[config.mk]
export PLATFORM = sky130hd
export DESIGN_NAME = imm_gen_stage
export DESIGN_NICKNAME = d
export VERILOG_FILES = /design/src/rtl/imm_gen_stage.sv
export SDC_FILE = /design/constraint.sdc
export NUM_CORES = 1
export LEC_CHECK = 0
export ABC_AREA = 1
export CAP_MARGIN = 20
export CORE_MARGIN = 3
export CORE_UTILIZATION = 40
export DETAILED_ROUTE_END_ITERATION = 8
export GPL_TIMING_DRIVEN = 1
export MAX_ROUTING_LAYER = met4
export PLACE_DENSITY = 0.76
export SYNTH_ARGS = -nofsm -noshare
export SYNTH_HDL_FRONTEND = slang
export SYNTH_SLANG_ARGS = --single-unit
[constraint.sdc]
create_clock -name clk -period 5.5 [get_ports clk]
set_input_delay 0.825 -clock clk [delete_from_list [all_inputs] [get_ports clk]]
set_output_delay 0.825 -clock clk [all_outputs]
set_load 0.05 [all_outputs]
[src/rtl/imm_gen_stage.sv]
// Immediate generator for the decode stage: decodes and extends the instruction immediate,
// flags bad shift amounts, and buffers results in a two-entry head/skid pipeline stage.
module imm_gen_stage #(
    parameter int XLEN    = 32,
    parameter bit HAS_CSR = 1'b1
) (
    input  logic            clk,
    input  logic            rst,
    input  logic            flush,
    input  logic            in_valid,
    output logic            in_ready,
    input  logic [31:0]     in_inst,
    input  logic [XLEN-1:0] in_pc,
    output logic            out_valid,
    input  logic            out_ready,
    output logic [XLEN-1:0] out_imm,
    output logic [2:0]      out_fmt,
    output logic [XLEN-1:0] out_target,
    output logic [XLEN-1:0] out_pc,
    output logic            out_illegal
);

    localparam bit IS64 = (XLEN == 64);

    localparam logic [2:0] FMT_NONE = 3'd0;
    localparam logic [2:0] FMT_I    = 3'd1;
    localparam logic [2:0] FMT_S    = 3'd2;
    localparam logic [2:0] FMT_B    = 3'd3;
    localparam logic [2:0] FMT_U    = 3'd4;
    localparam logic [2:0] FMT_J    = 3'd5;
    localparam logic [2:0] FMT_Z    = 3'd6;
    localparam logic [2:0] FMT_SH   = 3'd7;

    localparam logic [6:0] OPC_LUI      = 7'b0110111;
    localparam logic [6:0] OPC_AUIPC    = 7'b0010111;
    localparam logic [6:0] OPC_JAL      = 7'b1101111;
    localparam logic [6:0] OPC_JALR     = 7'b1100111;
    localparam logic [6:0] OPC_LOAD     = 7'b0000011;
    localparam logic [6:0] OPC_STORE    = 7'b0100011;
    localparam logic [6:0] OPC_BRANCH   = 7'b1100011;
    localparam logic [6:0] OPC_OP_IMM   = 7'b0010011;
    localparam logic [6:0] OPC_OP_IMM32 = 7'b0011011;
    localparam logic [6:0] OPC_SYSTEM   = 7'b1110011;

    typedef enum logic [1:0] {
        EMPTY = 2'd0,
        ONE   = 2'd1,
        FULL  = 2'd2
    } count_t;

    logic [6:0]      w_opcode;
    logic [2:0]      w_funct3;
    logic            w_is_shift;
    logic [31:0]     w_imm32;
    logic            w_sext;
    logic [2:0]      w_fmt;
    logic            w_illegal;
    logic [XLEN-1:0] w_imm;

    assign w_opcode   = in_inst[6:0];
    assign w_funct3   = in_inst[14:12];
    assign w_is_shift = (w_funct3 == 3'b001) || (w_funct3 == 3'b101);

    // w_imm32 is already sign-filled to 32 bits; w_sext extends that sign above bit 31.
    always_comb begin
        w_fmt     = FMT_NONE;
        w_imm32   = '0;
        w_sext    = 1'b0;
        w_illegal = 1'b0;
        case (w_opcode)
            OPC_LUI, OPC_AUIPC: begin
                w_fmt   = FMT_U;
                w_imm32 = {in_inst[31:12], 12'b0};
                w_sext  = 1'b1;
            end
            OPC_JAL: begin
                w_fmt   = FMT_J;
                w_imm32 = {{11{in_inst[31]}}, in_inst[31], in_inst[19:12],
                           in_inst[20], in_inst[30:21], 1'b0};
                w_sext  = 1'b1;
            end
            OPC_JALR, OPC_LOAD: begin
                w_fmt   = FMT_I;
                w_imm32 = {{20{in_inst[31]}}, in_inst[31:20]};
                w_sext  = 1'b1;
            end
            OPC_STORE: begin
                w_fmt   = FMT_S;
                w_imm32 = {{20{in_inst[31]}}, in_inst[31:25], in_inst[11:7]};
                w_sext  = 1'b1;
            end
            OPC_BRANCH: begin
                w_fmt   = FMT_B;
                w_imm32 = {{19{in_inst[31]}}, in_inst[31], in_inst[7],
                           in_inst[30:25], in_inst[11:8], 1'b0};
                w_sext  = 1'b1;
            end
            OPC_OP_IMM: begin
                if (w_is_shift) begin
                    w_fmt = FMT_SH;
                    if (IS64) begin
                        w_imm32 = {26'b0, in_inst[25:20]};
                    end else begin
                        w_imm32   = {27'b0, in_inst[24:20]};
                        w_illegal = in_inst[25];
                    end
                end else begin
                    w_fmt   = FMT_I;
                    w_imm32 = {{20{in_inst[31]}}, in_inst[31:20]};
                    w_sext  = 1'b1;
                end
            end
            OPC_OP_IMM32: begin
                if (IS64) begin
                    if (w_is_shift) begin
                        w_fmt     = FMT_SH;
                        w_imm32   = {27'b0, in_inst[24:20]};
                        w_illegal = in_inst[25];
                    end else begin
                        w_fmt   = FMT_I;
                        w_imm32 = {{20{in_inst[31]}}, in_inst[31:20]};
                        w_sext  = 1'b1;
                    end
                end
            end
            OPC_SYSTEM: begin
                if (HAS_CSR && w_funct3[2]) begin
                    w_fmt   = FMT_Z;
                    w_imm32 = {27'b0, in_inst[19:15]};
                end
            end
            default: ;
        endcase
    end

    assign w_imm[31:0] = w_imm32;
    for (genvar gi = 32; gi < XLEN; gi++) begin : g_ext
        assign w_imm[gi] = w_sext & w_imm32[31];
    end

    count_t          r_count;
    count_t          w_count_next;
    logic            w_in_fire;
    logic            w_out_fire;
    logic            w_load_head_in;
    logic            w_load_head_skid;
    logic            w_load_skid;

    logic [XLEN-1:0] r_head_imm;
    logic [2:0]      r_head_fmt;
    logic            r_head_ill;
    logic [XLEN-1:0] r_head_pc;
    logic [XLEN-1:0] r_skid_imm;
    logic [2:0]      r_skid_fmt;
    logic            r_skid_ill;
    logic [XLEN-1:0] r_skid_pc;

    assign in_ready   = (r_count != FULL);
    assign out_valid  = (r_count != EMPTY);
    assign w_in_fire  = in_valid & in_ready;
    assign w_out_fire = out_valid & out_ready;

    // Flush wins over any handshake; data registers are left stale on purpose.
    always_comb begin
        w_count_next     = r_count;
        w_load_head_in   = 1'b0;
        w_load_head_skid = 1'b0;
        w_load_skid      = 1'b0;
        if (flush) begin
            w_count_next = EMPTY;
        end else begin
            case (r_count)
                EMPTY: begin
                    if (w_in_fire) begin
                        w_count_next   = ONE;
                        w_load_head_in = 1'b1;
                    end
                end
                ONE: begin
                    if (w_in_fire && w_out_fire) begin
                        w_load_head_in = 1'b1;
                    end else if (w_in_fire) begin
                        w_count_next = FULL;
                        w_load_skid  = 1'b1;
                    end else if (w_out_fire) begin
                        w_count_next = EMPTY;
                    end
                end
                FULL: begin
                    if (w_out_fire) begin
                        w_count_next     = ONE;
                        w_load_head_skid = 1'b1;
                    end
                end
                default: w_count_next = EMPTY;
            endcase
        end
    end

    always_ff @(posedge clk) begin
        if (rst) begin
            r_count <= EMPTY;
        end else begin
            r_count <= w_count_next;
        end
    end

    always_ff @(posedge clk) begin
        if (rst) begin
            r_head_imm <= '0;
            r_head_fmt <= '0;
            r_head_ill <= 1'b0;
            r_head_pc  <= '0;
            r_skid_imm <= '0;
            r_skid_fmt <= '0;
            r_skid_ill <= 1'b0;
            r_skid_pc  <= '0;
        end else begin
            if (w_load_head_in) begin
                r_head_imm <= w_imm;
                r_head_fmt <= w_fmt;
                r_head_ill <= w_illegal;
                r_head_pc  <= in_pc;
            end else if (w_load_head_skid) begin
                r_head_imm <= r_skid_imm;
                r_head_fmt <= r_skid_fmt;
                r_head_ill <= r_skid_ill;
                r_head_pc  <= r_skid_pc;
            end
            if (w_load_skid) begin
                r_skid_imm <= w_imm;
                r_skid_fmt <= w_fmt;
                r_skid_ill <= w_illegal;
                r_skid_pc  <= in_pc;
            end
        end
    end

    assign out_imm     = r_head_imm;
    assign out_fmt     = r_head_fmt;
    assign out_illegal = r_head_ill;
    assign out_pc      = r_head_pc;
    assign out_target  = r_head_pc + r_head_imm;

endmodule
Yosys cells after proc, flatten, opt, wreduce, memory -nomap -nowiden
Index checks and enable logic that the tools add are counted.
{ "classes": {"reduce_logical": 9, "add_sub_neg": 1, "n_mux": 32, "n_eq_ne": 18, "bitwise": 2, "mul": 0, "order_cmp": 0, "n_shift": 0, "div_mod_pow": 0} }
{ "ops": {"columns": ["operator", "n"], "rows": [
  ["one-hot mux 32 bit (7 select lines)", 1],
  ["2-to-1 mux 32 bit", 5],
  ["adder 32 bit", 1],
  ["equality test 7 bit, second input constant", 4],
  ["one-hot mux 3 bit (7 select lines)", 1],
  ["equality test 7 x 5 -> 1 bit, second input constant", 2],
  ["equality test 7 x 6 -> 1 bit, second input constant", 2],
  ["2-to-1 mux 1 bit", 13],
  ["2-to-1 mux 3 bit", 4],
  ["2-to-1 mux 2 bit", 5],
  ["inequality test 2 bit, second input constant", 4],
  ["equality test 7 x 2 -> 1 bit, second input constant", 1],
  ["one-hot mux 2 bit (3 select lines)", 1],
  ["OR reduction 2 bit", 3],
  ["2-to-1 mux 5 bit", 1],
  ["AND reduction 4 bit", 1],
  ["nonzero test 2 bit", 2],
  ["equality test 3 x 1 -> 1 bit, second input constant", 1],
  ["equality test 3 bit, second input constant", 1],
  ["inequality test 3 bit, second input constant", 1],
  ["AND 1 bit", 2],
  ["equality test 2 x 1 -> 1 bit, second input constant", 1],
  ["equality test 2 bit, second input constant", 1],
  ["logical NOT 2 bit", 1],
  ["3 further kinds", 3]
]} }
{ "totals": {"mem_count": 0, "out_inout_bits": 102, "rom_bits": 0, "ram_bits": 0, "latch_bits": 0, "word_cells": 71, "ff_bits": 138} }

Logic depth before layout (Yosys ltp)
Gate-level depths: netlist of run 1.
{ "depth": {"depth_word": 7, "ltp_mapped": 12, "depth_no_buf": 12} }

Worst setup path before layout of run 1
No wires, ideal clock.
{ "synth_path": {"kind": "register to output", "from": "register r_head_imm[0] (netlist: out_imm[0])", "to": "output out_target[16]", "n_path_buf": 0, "arrival_time_ns": 2.446, "stages_incl_launch_ff": 10, "slack_ns": 2.229, "path_cell_list": "dfxtp_1 ha_1 fa_1 nand3_1 nand3_1 nand2_1 nand2_1 nand2_1 nand2_1 xor2_1"} }
{ "synth_between": {"elab_chain_len": 1} }
{ "synth_lines": {"columns": ["element", "line_no", "rtl"], "rows": [
  ["from (decl)", "149", "logic [XLEN-1:0] r_head_imm;"],
  ["from (signal assigned)", "220", "r_head_imm <= w_imm;"],
  ["from (signal assigned)", "225", "r_head_imm <= r_skid_imm;"],
  ["adder 32 bit", "243", "assign out_target = r_head_pc + r_head_imm;"],
  ["to (decl)", "18", "output logic [XLEN-1:0] out_target,"]
]} }
No other way between the ends.

Final worst setup path of run 1
{ "layout_path": {"from": "register r_head_imm[0] (netlist: out_imm[0])", "to": "output out_target[24]"} }
The elaborated chain is that of the path after synthesis.

==> results.ini, run 1 <==
[cells_and_area]
nets = 1784
area_growth_pct = 25.8
antennaDiodeCount = 0
fill_cells = 2206
drive_above_1_share_pct = 3.60

[synthesis]
ys_warn_count = 0
yosysSeqAreaShare_pct = 29.9
syn_area_sq_um = 9240
synth_cell_types = 41
synth_common_cells = nand2_1, inv_1, dfxtp_1
synth_edf_count = 0
yosys_most_used_dff = dfxtp_1
synthArstFlopShare_pct = 0
ys_ff_latch = 138
syn-mean-instance-area_sq_um = 5.97
yosys-top-cells-area = dfxtp_1, nand2_1, inv_1
synth_top_cell_by_area = dfxtp_1
synthCells = 1548
synthMostInstantiatedCell = nand2_1
synthesis.nets = 1649
yosysTopAreaCellShare_pct = 29.9

[worst_setup_path]
start_kind = register
max_stage_delay_ps = 790
critPathMaxFanout = 4
reg2reg_slack_ps = 3270
r2r-start = r_count[1]
setup.worst_path.end = out_target[24]
cp-startpoint = out_imm[0]
r2r_cells = 6
cp_common_cell = nand2_1
crit_required_ps = 4680
critical_path.cell_chain = ha_1 -> fa_1 -> nand3_1 -> nand3_1 -> nand2_1 -> nand2_1 -> nand2_1 -> nand2_1 -> nand2_1 -> nand3_1 -> nand2_1 -> clkdlybuf4s50_1
r2r-end = out_pc[19]
worstSetupEndpointType = output pin
critical_path_class = register to output pin
cpMaxStageDelayCell = clkdlybuf4s50_1
cp.arrival_ps = 3150

[hold_path]
min_path_type = register to register

[clock_tree]
cts_buffers = 17
cts_sinks = 138
cts_hold_buffers = 0
clk_latency_ps = 410
root_buffer = clkbuf_16
cts_tree = yes
postCtsSetupBuffers = 0
htreeDepth = 4
clk_path_buf_depth = 2
cts_resized = 0
path_clk_slew_ps = 60

[pwr]
p_leak_nw = 5.98
p_int_w = 0.00194
clkPwrFrac_pct = 39.6
combPwrFrac_pct = 23.0
p_sw_w = 0.000919
p_per_area_nw_per_um2 = 246
ir_worst_vdd_mv = 0.199
switching_share_pct = 32.1
seq_power_share_pct = 37.4

[timing]
tightest_slew_ps = 945
finalHoldViolCount = 0
fin_worst_skew_ps = 9.80
finalHoldWorstSlack_ps = 452
rsz0062_at_grt = false
slew_headroom_pct = 36.9
finalSetupViolCount = 0
fin_crit_ps = 3980
fin_crit_sh_pct = 72.3
drv_slew = 0
fmaxAchievable_ghz = 0.252
tns_ps = 0

[floorplan]
die-area_sq_um = 25000
die_h_microns = 158
row_count = 54
floorplan.initialDensity_pct = 41.6
design.core.area_sq_um = 22200
boundaryPins = 171
die_w_microns = 158

[grt]
grt_remaining_overflow = 0
grt_max_degree = 83
antenna_found_initial = 0
grtUsageTotal_pct = 24.6
first_global_vias = 9110
grt_pass1_wl_mm = 47.6

[detailed_routing]
drtIter0Drc = 885
wl_mm = 30.0
wl_per_cell_microns = 15.2
via_per_inst = 5.05
ant_nets = 0
dr.pass1.iters = 6
vias = 9971
drc = 0

[job]
max_cap_viol_count = 0

[placed_design]
place_hpwl_mm = 22.7
finalWeightedCongestion = 1.01
portBuffers = 170

[run_status]
run_status = finished clean

[registers in the layout (all words and copies together), names as in the netlist]
name         cells
out_fmt          3
out_illegal      1
out_imm         32
out_pc          32
r_count          2
r_skid_fmt       3
r_skid_ill       1
r_skid_imm      32
r_skid_pc       32
[metrics by stage]
| step | instance area [sq um] | worst slack, ps | utilization [%] | cells | total power, W |
|---|---|---|---|---|---|
| final | 11600 | 1520 | 52.3 | 1976 | 0.00286 |
| after global routing | 11600 | 1300 | 52.3 | 1976 | 0.00297 |
| after detailed placement | 11000 | 2000 | 49.6 | 1943 | 0.00174 |
| after floorplan | 9240 | 2230 | - | 1548 | 0.00149 |
| after global placement | 11000 | 2010 | 49.5 | 1942 | 0.00174 |
| after CTS | 11600 | 1540 | 52.3 | 1975 | 0.00287 |
[worst min-delay path by stage]
stage	cells past startpoint	start	endpoint
floorplan	2	r_skid_pc[0]	r_skid_pc[0]
global placement	2	r_skid_pc[4]	r_skid_pc[4]
detailed placement	2	r_skid_pc[4]	r_skid_pc[4]
CTS	2	r_skid_pc[4]	r_skid_pc[4]
global route	2	r_skid_pc[31]	r_skid_pc[31]
finish	2	r_skid_pc[4]	r_skid_pc[4]
[power groups by stage]
stage | registers (W) | clock network [W] | logic, W
after floorplan | 0.00117 | 0 | 0.000321
after global placement | 0.00109 | 0 | 0.000646
after detailed placement | 0.00109 | 0 | 0.000652
after CTS | 0.00107 | 0.00114 | 0.000655
after global routing | 0.00107 | 0.00119 | 0.000705
final | 0.00107 | 0.00113 | 0.000657
[cell type report]
type	instances	area, sq um	area share (%)
clock inverter	13	143	1.23
tap	280	350	3.01
multi-input combinational	1034	4960	42.7
clock buffer	19	443	3.81
timing repair buffer	178	1780	15.3
sequential	138	2760	23.8
inverter	314	1180	10.2
[logic make-up after synthesis]
kind of cell               after synthesis  share of synthesized area (%)
and+or+nand+nor                        742                           33.3
buffers and inverters                  376                           16.6
AOI/OAI and AO/OA                      244                           14.2
DFF                                    138                           29.9
adders and majority gates               32                           4.41
xor gates and xnor gates                16                           1.52
[layout by cell type, fill, tap and decap left out, drive strengths merged]
cell type	instances
clkinv	4
nand4	23
buf	9
a21oi	123
o21bai	3
dfxtp	138
fa	1
ha	31
nor2	135
xnor2	1
nand3b	5
inv	316
a21o	1
o211ai	31
and2	3
o21ai	83
nand2	465
o221ai	1
nor3b	1
bufinv	2
clkbuf	19
and3	2
clkinvlp	5
xor2	15
nor3	12
a31oi	2
clkdlybuf4s50	169
nand3	96
[worst max-delay path: cells and delay by family, from the launching register on]
family                   cells  cell delay, ps
buffers and inverters        1             790
adder cells (fa/ha/maj)      2             760
flip-flops                   1             320
AND/OR/NAND/NOR              9             850
[metal layers]
metal / global-route usage (%) / wire (microns) / up-vias
met3: 4.35 / 2320 / 67
met1: 33.7 / 13700 / 4492
li1: - / - / 5055
met5: - / 0 / -
met4: 7.54 / 832 / 0
met2: 37.1 / 13100 / 357
Note: power is estimated with default switching activity, not from simulation.
==> run 2: changes to the inputs <==
- clock period: 5.5 -> 3.9 ns (I/O delays scaled with it)
==> run 2 against run 1 <==
Effect of this change:
- sequential share of layout area fell by 0.076 points
- clock skew is essentially flat
- core utilization grew 0.17 points
- clock power up 50%
- sequential power is 41% higher
- largest cell class unchanged
- largest power group unchanged
- highest routed layer unchanged
==> results.ini, run 2 (same netlist as run 1, synthesis figures left out) <==
[run_status]
run_status = finished clean  ; unchanged

[clock_tree]
cts_resized = 0  ; unchanged
cts_tree = yes  ; unchanged
cts_buffers = 17  ; unchanged
clk_latency_ps = 420  ; was 410 ps
root_buffer = clkbuf_16  ; unchanged
clk_path_buf_depth = 2  ; unchanged
postCtsSetupBuffers = 0  ; unchanged
path_clk_slew_ps = 60  ; about the same
cts_sinks = 138  ; unchanged
cts_hold_buffers = 0  ; unchanged
htreeDepth = 4  ; unchanged

[cells_and_area]
nets = 1784  ; unchanged
layout.cells.non_filler = 1974  ; was 1,976
stdcell_area_sq_um = 11700  ; was 11,600 sq um
final_common_cell = nand2_1  ; unchanged
area_growth_pct = 26.2  ; was 25.8%
antennaDiodeCount = 0  ; unchanged
drive_above_1_share_pct = 3.54  ; was 3.60%
layout_common_cells = nand2_1, inv_1, clkdlybuf4s50_1  ; unchanged

[pwr]
clkPwrFrac_pct = 41.1  ; was 39.6%
combPwrFrac_pct = 22.4  ; was 23.0%
seq_power_share_pct = 36.5  ; was 37.4%
switching_share_pct = 30.7  ; was 32.1%
p_leak_nw = 6.02  ; was 5.98 nW
p_sw_w = 0.00127  ; was 0.000919 W
ir_worst_vdd_mv = 0.330  ; was 0.199 mV
p_per_area_nw_per_um2 = 355  ; was 246 nW/um^2
p_int_w = 0.00287  ; was 0.00194 W

[worst_setup_path]
reg2reg_slack_ps = 1870  ; was 3270 ps
r2r_cells = 8  ; was 6
start_kind = register  ; unchanged
r2r-end = out_pc[29]  ; was out_pc[19]
critPathMaxFanout = 4  ; unchanged
crit_required_ps = 3310  ; was 4680 ps
cp.arrival_ps = 3130  ; was 3150 ps
critical_path_class = register to output pin  ; unchanged
worstSetupEndpointType = output pin  ; unchanged
r2r-start = r_count[1]  ; unchanged

[detailed_routing]
vias = 9979  ; was 9,971
via_per_inst = 5.06  ; was 5.05
ant_nets = 0  ; unchanged
dr.pass1.iters = 7  ; was 6
wl_per_cell_microns = 15.3  ; was 15.2 microns
wl_mm = 30.2  ; was 30.0 mm
drc = 0  ; unchanged
drtIter0Drc = 790  ; was 885

[timing]
fmaxAchievable_ghz = 0.269
finalSetupViolCount = 0  ; unchanged
tns_ps = 0  ; unchanged
finalHoldViolCount = 0  ; unchanged
slew_headroom_pct = 36.7  ; was 36.9%
fin_crit_sh_pct = 95.2
fin_crit_ps = 3710
tightest_slew_ps = 949  ; was 945 ps
drv_slew = 0  ; unchanged
rsz0062_at_grt = false  ; unchanged
fin_worst_skew_ps = 10.0  ; was 9.80 ps

[floorplan]
die-area_sq_um = 25000  ; unchanged
die_w_microns = 158  ; unchanged
row_count = 54  ; unchanged
floorplan.initialDensity_pct = 41.6  ; unchanged
die_h_microns = 158  ; unchanged
design.core.area_sq_um = 22200  ; unchanged
boundaryPins = 171  ; unchanged

[grt]
first_global_vias = 9103  ; was 9,110
grt_pass1_wl_mm = 47.2  ; was 47.6 mm
grt_max_degree = 83  ; unchanged
antenna_found_initial = 0  ; unchanged
grt_remaining_overflow = 0  ; unchanged
grtUsageTotal_pct = 24.5  ; was 24.6%

[hold_path]
min-delay-start = r_skid_pc[8]  ; was r_skid_pc[4]
holdPathEnd = r_skid_pc[8]  ; was r_skid_pc[4]
min_path_cells = 2  ; unchanged
min_path_type = register to register  ; unchanged

[placed_design]
dpl_cell_area_sq_um = 11000  ; about the same
place_hpwl_mm = 22.8  ; was 22.7 mm
finalWeightedCongestion = 0.989  ; was 1.01
post-place-cells = 1943  ; unchanged
portBuffers = 170  ; unchanged

[job]
max_cap_viol_count = 0  ; unchanged

-- run 2: changes by cell type in the layout (fill, tap and decap cells not counted), sizes merged --
cell           before  now
clkdlybuf4s50     169  168
dlymetal6s2s        0    1
inv               316  313
bufinv              2    4
clkinvlp            5    2
clkinv              4    6
-- run 2: worst max path at each step --
stage	from	slack (ps)	end
5_1_grt	out_imm[14]	7	out_target[17]
3_5_place_dp	out_imm[0]	620	out_target[24]
6_report	out_imm[0]	190	out_target[28]
4_1_cts	out_imm[0]	160	out_target[24]
3_3_place_gp	out_imm[0]	650	out_target[28]
2_1_floorplan	out_imm[0]	870	out_target[16]
-- run 2: layout make-up --
type	count	area, sq um
timing repair buffer	178	1780
inverter	314	1180
sequential	138	2760
clock buffer	19	453
multi-input combinational	1034	4960
fill	2205	10600
clock inverter	11	171
tap	280	350
-- run 2: power by group through the flow --
stage               Clock (W)  Sequential (W)  Combinational [W]
detailed placement          0         0.00154           0.000917
floorplan                   0         0.00165           0.000452
global route          0.00178         0.00151           0.000993
finish                0.00170         0.00151           0.000927
global placement            0         0.00154           0.000912
CTS                   0.00172         0.00151           0.000921
-- run 2: layer usage --
layer  track usage, %  up-vias  part of all wire, %  wire length [microns]
li1                 -     5064                    -                      -
met1             33.7     4498                   46                  13800
met2             37.2      366                   44                  13400
met3             3.53       51                  7.3                   2210
met4             7.91        0                  2.7                    809
met5                -        -                    0                      0
-- run 2: worst max-delay path, cell delays in order, from the launching register on --
cell	delay (ps)
dfxtp_1	330
ha_1	290
fa_1	490
nand3_1	120
nand3_1	130
nand3_1	100
nand2_1	150
nand2_1	130
nand3_1	80
nand2_1	80
clkdlybuf4s50_1	800
-- run 2: through the flow --
| step | hold slack, ps | power [W] | util, % | worst slack [ps] |
|---|---|---|---|---|
| 2_1_floorplan | 425 | 0.00210 | - | 869 |
| 3_3_place_gp | 434 | 0.00245 | 49.5 | 646 |
| 3_5_place_dp | 441 | 0.00246 | 49.5 | 615 |
| 4_1_cts | 449 | 0.00415 | 52.3 | 161 |
| 5_1_grt | 472 | 0.00429 | 52.5 | 7.47 |
| 6_report | 448 | 0.00414 | 52.5 | 186 |
==> run 3: changes to the inputs <==
--- a/config.mk
+++ b/config.mk
@@ -12,2 +12,3 @@
 export DETAILED_ROUTE_END_ITERATION = 8
+export GPL_ROUTABILITY_DRIVEN = 0
 export GPL_TIMING_DRIVEN = 1
==> constraint.sdc (replaced) <==
create_clock -name clk -period 3.9 [get_ports clk]
set_input_delay 0.78 -clock clk [delete_from_list [all_inputs] [get_ports clk]]
set_output_delay 0.78 -clock clk [all_outputs]
set_load 0.05 [all_outputs]
==> run 3 against run 2 <==
Effect of this change:
- clock power fell by 4%
- worst setup slack got worse by 28 ps
- non-clock buffer count grew 3
- sequential power about the same
- critical endpoint is now out_target[18]
- largest cell class unchanged
- largest power group unchanged
==> results.ini, run 3 (same netlist as run 1, synthesis figures left out) <==
[grt]
grt_max_degree = 83  ; unchanged
antenna_found_initial = 0  ; unchanged
first_global_vias = 8793  ; was 9,103
grt_pass1_wl_mm = 46.3  ; was 47.2 mm
grt_remaining_overflow = 0  ; unchanged
grtUsageTotal_pct = 24.1  ; was 24.5%

[timing]
fin_crit_ps = 3740  ; was 3710 ps
slew_headroom_pct = 35.8  ; was 36.7%
drv_slew = 0  ; unchanged
fin_crit_sh_pct = 95.9  ; was 95.2%
tns_ps = 0  ; unchanged
finalSetupViolCount = 0  ; unchanged
finalHoldWorstSlack_ps = 452  ; was 448 ps
fin_worst_skew_ps = 9.43  ; was 10.0 ps
rsz0062_at_grt = false  ; unchanged
worst_slack_ps = 159  ; was 186 ps
finalHoldViolCount = 0  ; unchanged
fmaxAchievable_ghz = 0.267  ; was 0.269 GHz
tightest_slew_ps = 962  ; was 949 ps

[clock_tree]
clk_latency_ps = 410  ; was 420 ps
path_clk_slew_ps = 60  ; about the same
root_buffer = clkbuf_16  ; unchanged
clk_path_buf_depth = 2  ; unchanged
cts_sinks = 138  ; unchanged
htreeDepth = 4  ; unchanged
cts_buffers = 17  ; unchanged
cts_tree = yes  ; unchanged
postCtsSetupBuffers = 0  ; unchanged

[detailed_routing]
wl_per_cell_microns = 15.1  ; was 15.3 microns
ant_nets = 0  ; unchanged
via_per_inst = 5.06  ; about the same
dr.pass1.iters = 6  ; was 7
vias = 10000  ; was 9,979
drtIter0Drc = 906  ; was 790
drc = 0  ; unchanged
wl_mm = 29.9  ; was 30.2 mm

[worst_setup_path]
critPathMaxFanout = 4  ; unchanged
crit_required_ps = 3120  ; was 3310 ps
cp.arrival_ps = 2960  ; was 3130 ps
start_kind = register  ; unchanged
worstSetupEndpointType = output pin  ; unchanged
critical_path_class = register to output pin  ; unchanged

[job]
max_cap_viol_count = 0  ; unchanged

[floorplan]
die_h_microns = 158  ; unchanged
die_w_microns = 158  ; unchanged
design.core.area_sq_um = 22200  ; unchanged
row_count = 54  ; unchanged
boundaryPins = 171  ; unchanged
floorplan.initialDensity_pct = 41.6  ; unchanged
die-area_sq_um = 25000  ; unchanged

[run_status]
run_status = finished clean  ; unchanged

[cells_and_area]
drive_above_1_share_pct = 3.77  ; was 3.54%
final_common_cell = nand2_1  ; unchanged
multi_input_area_sq_um = 4960  ; unchanged
antennaDiodeCount = 0  ; unchanged
fill_cells = 2149  ; was 2,205
nets = 1787  ; was 1,784
stdcell_area_sq_um = 11700  ; about the same
seqCellArea_sq_um = 2760  ; unchanged
layout.cells.non_filler = 1978  ; was 1,974
layout_common_cells = nand2_1, inv_1, clkdlybuf4s50_1  ; unchanged
area_growth_pct = 26.5  ; was 26.2%

[pwr]
p_per_area_nw_per_um2 = 348  ; was 355 nW/um^2
ir_worst_vdd_mv = 0.307  ; was 0.330 mV
p_leak_nw = 6.26  ; was 6.02 nW

[placed_design]
post-place-cells = 1946  ; was 1,943
place_hpwl_mm = 22.4  ; was 22.8 mm
portBuffers = 170  ; unchanged
dpl_cell_area_sq_um = 11000  ; about the same
dp_slack_ps = 447  ; was 615 ps

[hold_path]
min_path_type = register to register  ; unchanged

## run 3: changes by cell type in the layout (fill, tap and decap cells not counted), moves of 2 or more
cell             before  now
buf_4                 7   11
clkbuf_8              2    0
inv_6                 1    3
clkdlybuf4s50_1     168  150
dlymetal6s2s_1        1   17
## run 3: worst paths after layout
check,cells past startpoint,startpoint,slack (ps),endpoint
worst max-delay path,10,out_imm[7],160,out_target[18]
worst min-delay path,2,r_skid_pc[9],450,r_skid_pc[9]
worst max register to register,8,r_count[1],1880,out_pc[30]
worst min register to register,2,r_skid_pc[9],450,r_skid_pc[9]
## run 3: report_power, final
| part | leakage, nW | total, W | internal, W | switching, W |
|---|---|---|---|---|
| logic | 4.85 | 0.000922 | 0.000314 | 0.000608 |
| clock network | 0.283 | 0.00163 | 0.00101 | 0.000623 |
| registers | 1.12 | 0.00151 | 0.00146 | 0.0000505 |
| total | 6.26 | 0.00406 | 0.00278 | 0.00128 |
## run 3: what timing repair did
action | in CTS | in global routing
hold endpoints to repair | 0 | 0
pin swaps | 0 | 0
endpoints found under the setup margin | 1 | 17
hold buffers | 0 | 0
gates resized for setup | 1 | 17
## run 3: final cells by class
cell class              instances  share of cell area (%)
repair buffers                181                    15.6
clock buffers                  18                    3.67
clock inverters                13                    1.46
flip-flops and latches        138                    23.6
multi-input cells            1034                    42.5
inverters                     314                    10.1
well taps                     280                    3.00
## run 3: metrics by stage
stage	power, W	util [%]
finish	0.00406	52.6
global route	0.00421	52.6
CTS	0.00407	52.3
detailed placement	0.00245	49.6
global placement	0.00245	49.6
floorplan	0.00210	-
## run 3: layer usage
layer | share of wire [%] | up-vias | global-route usage, %
met5 | 0 | - | -
met4 | 2.7 | 0 | 7.58
met3 | 9.0 | 62 | 4.51
met2 | 44 | 433 | 35.8
met1 | 45 | 4433 | 33.1
li1 | - | 5073 | -
## run 3: critical path, stage by stage (launching register included)
cell and delay, ps:
dfxtp_1 360, ha_1 410, nand2_1 130, nor2_1 160, inv_1 100, nor3_1 230, nand3_1 150, nand3_1 110
nand2_1 50, nand2_1 50, clkdlybuf4s50_1 790
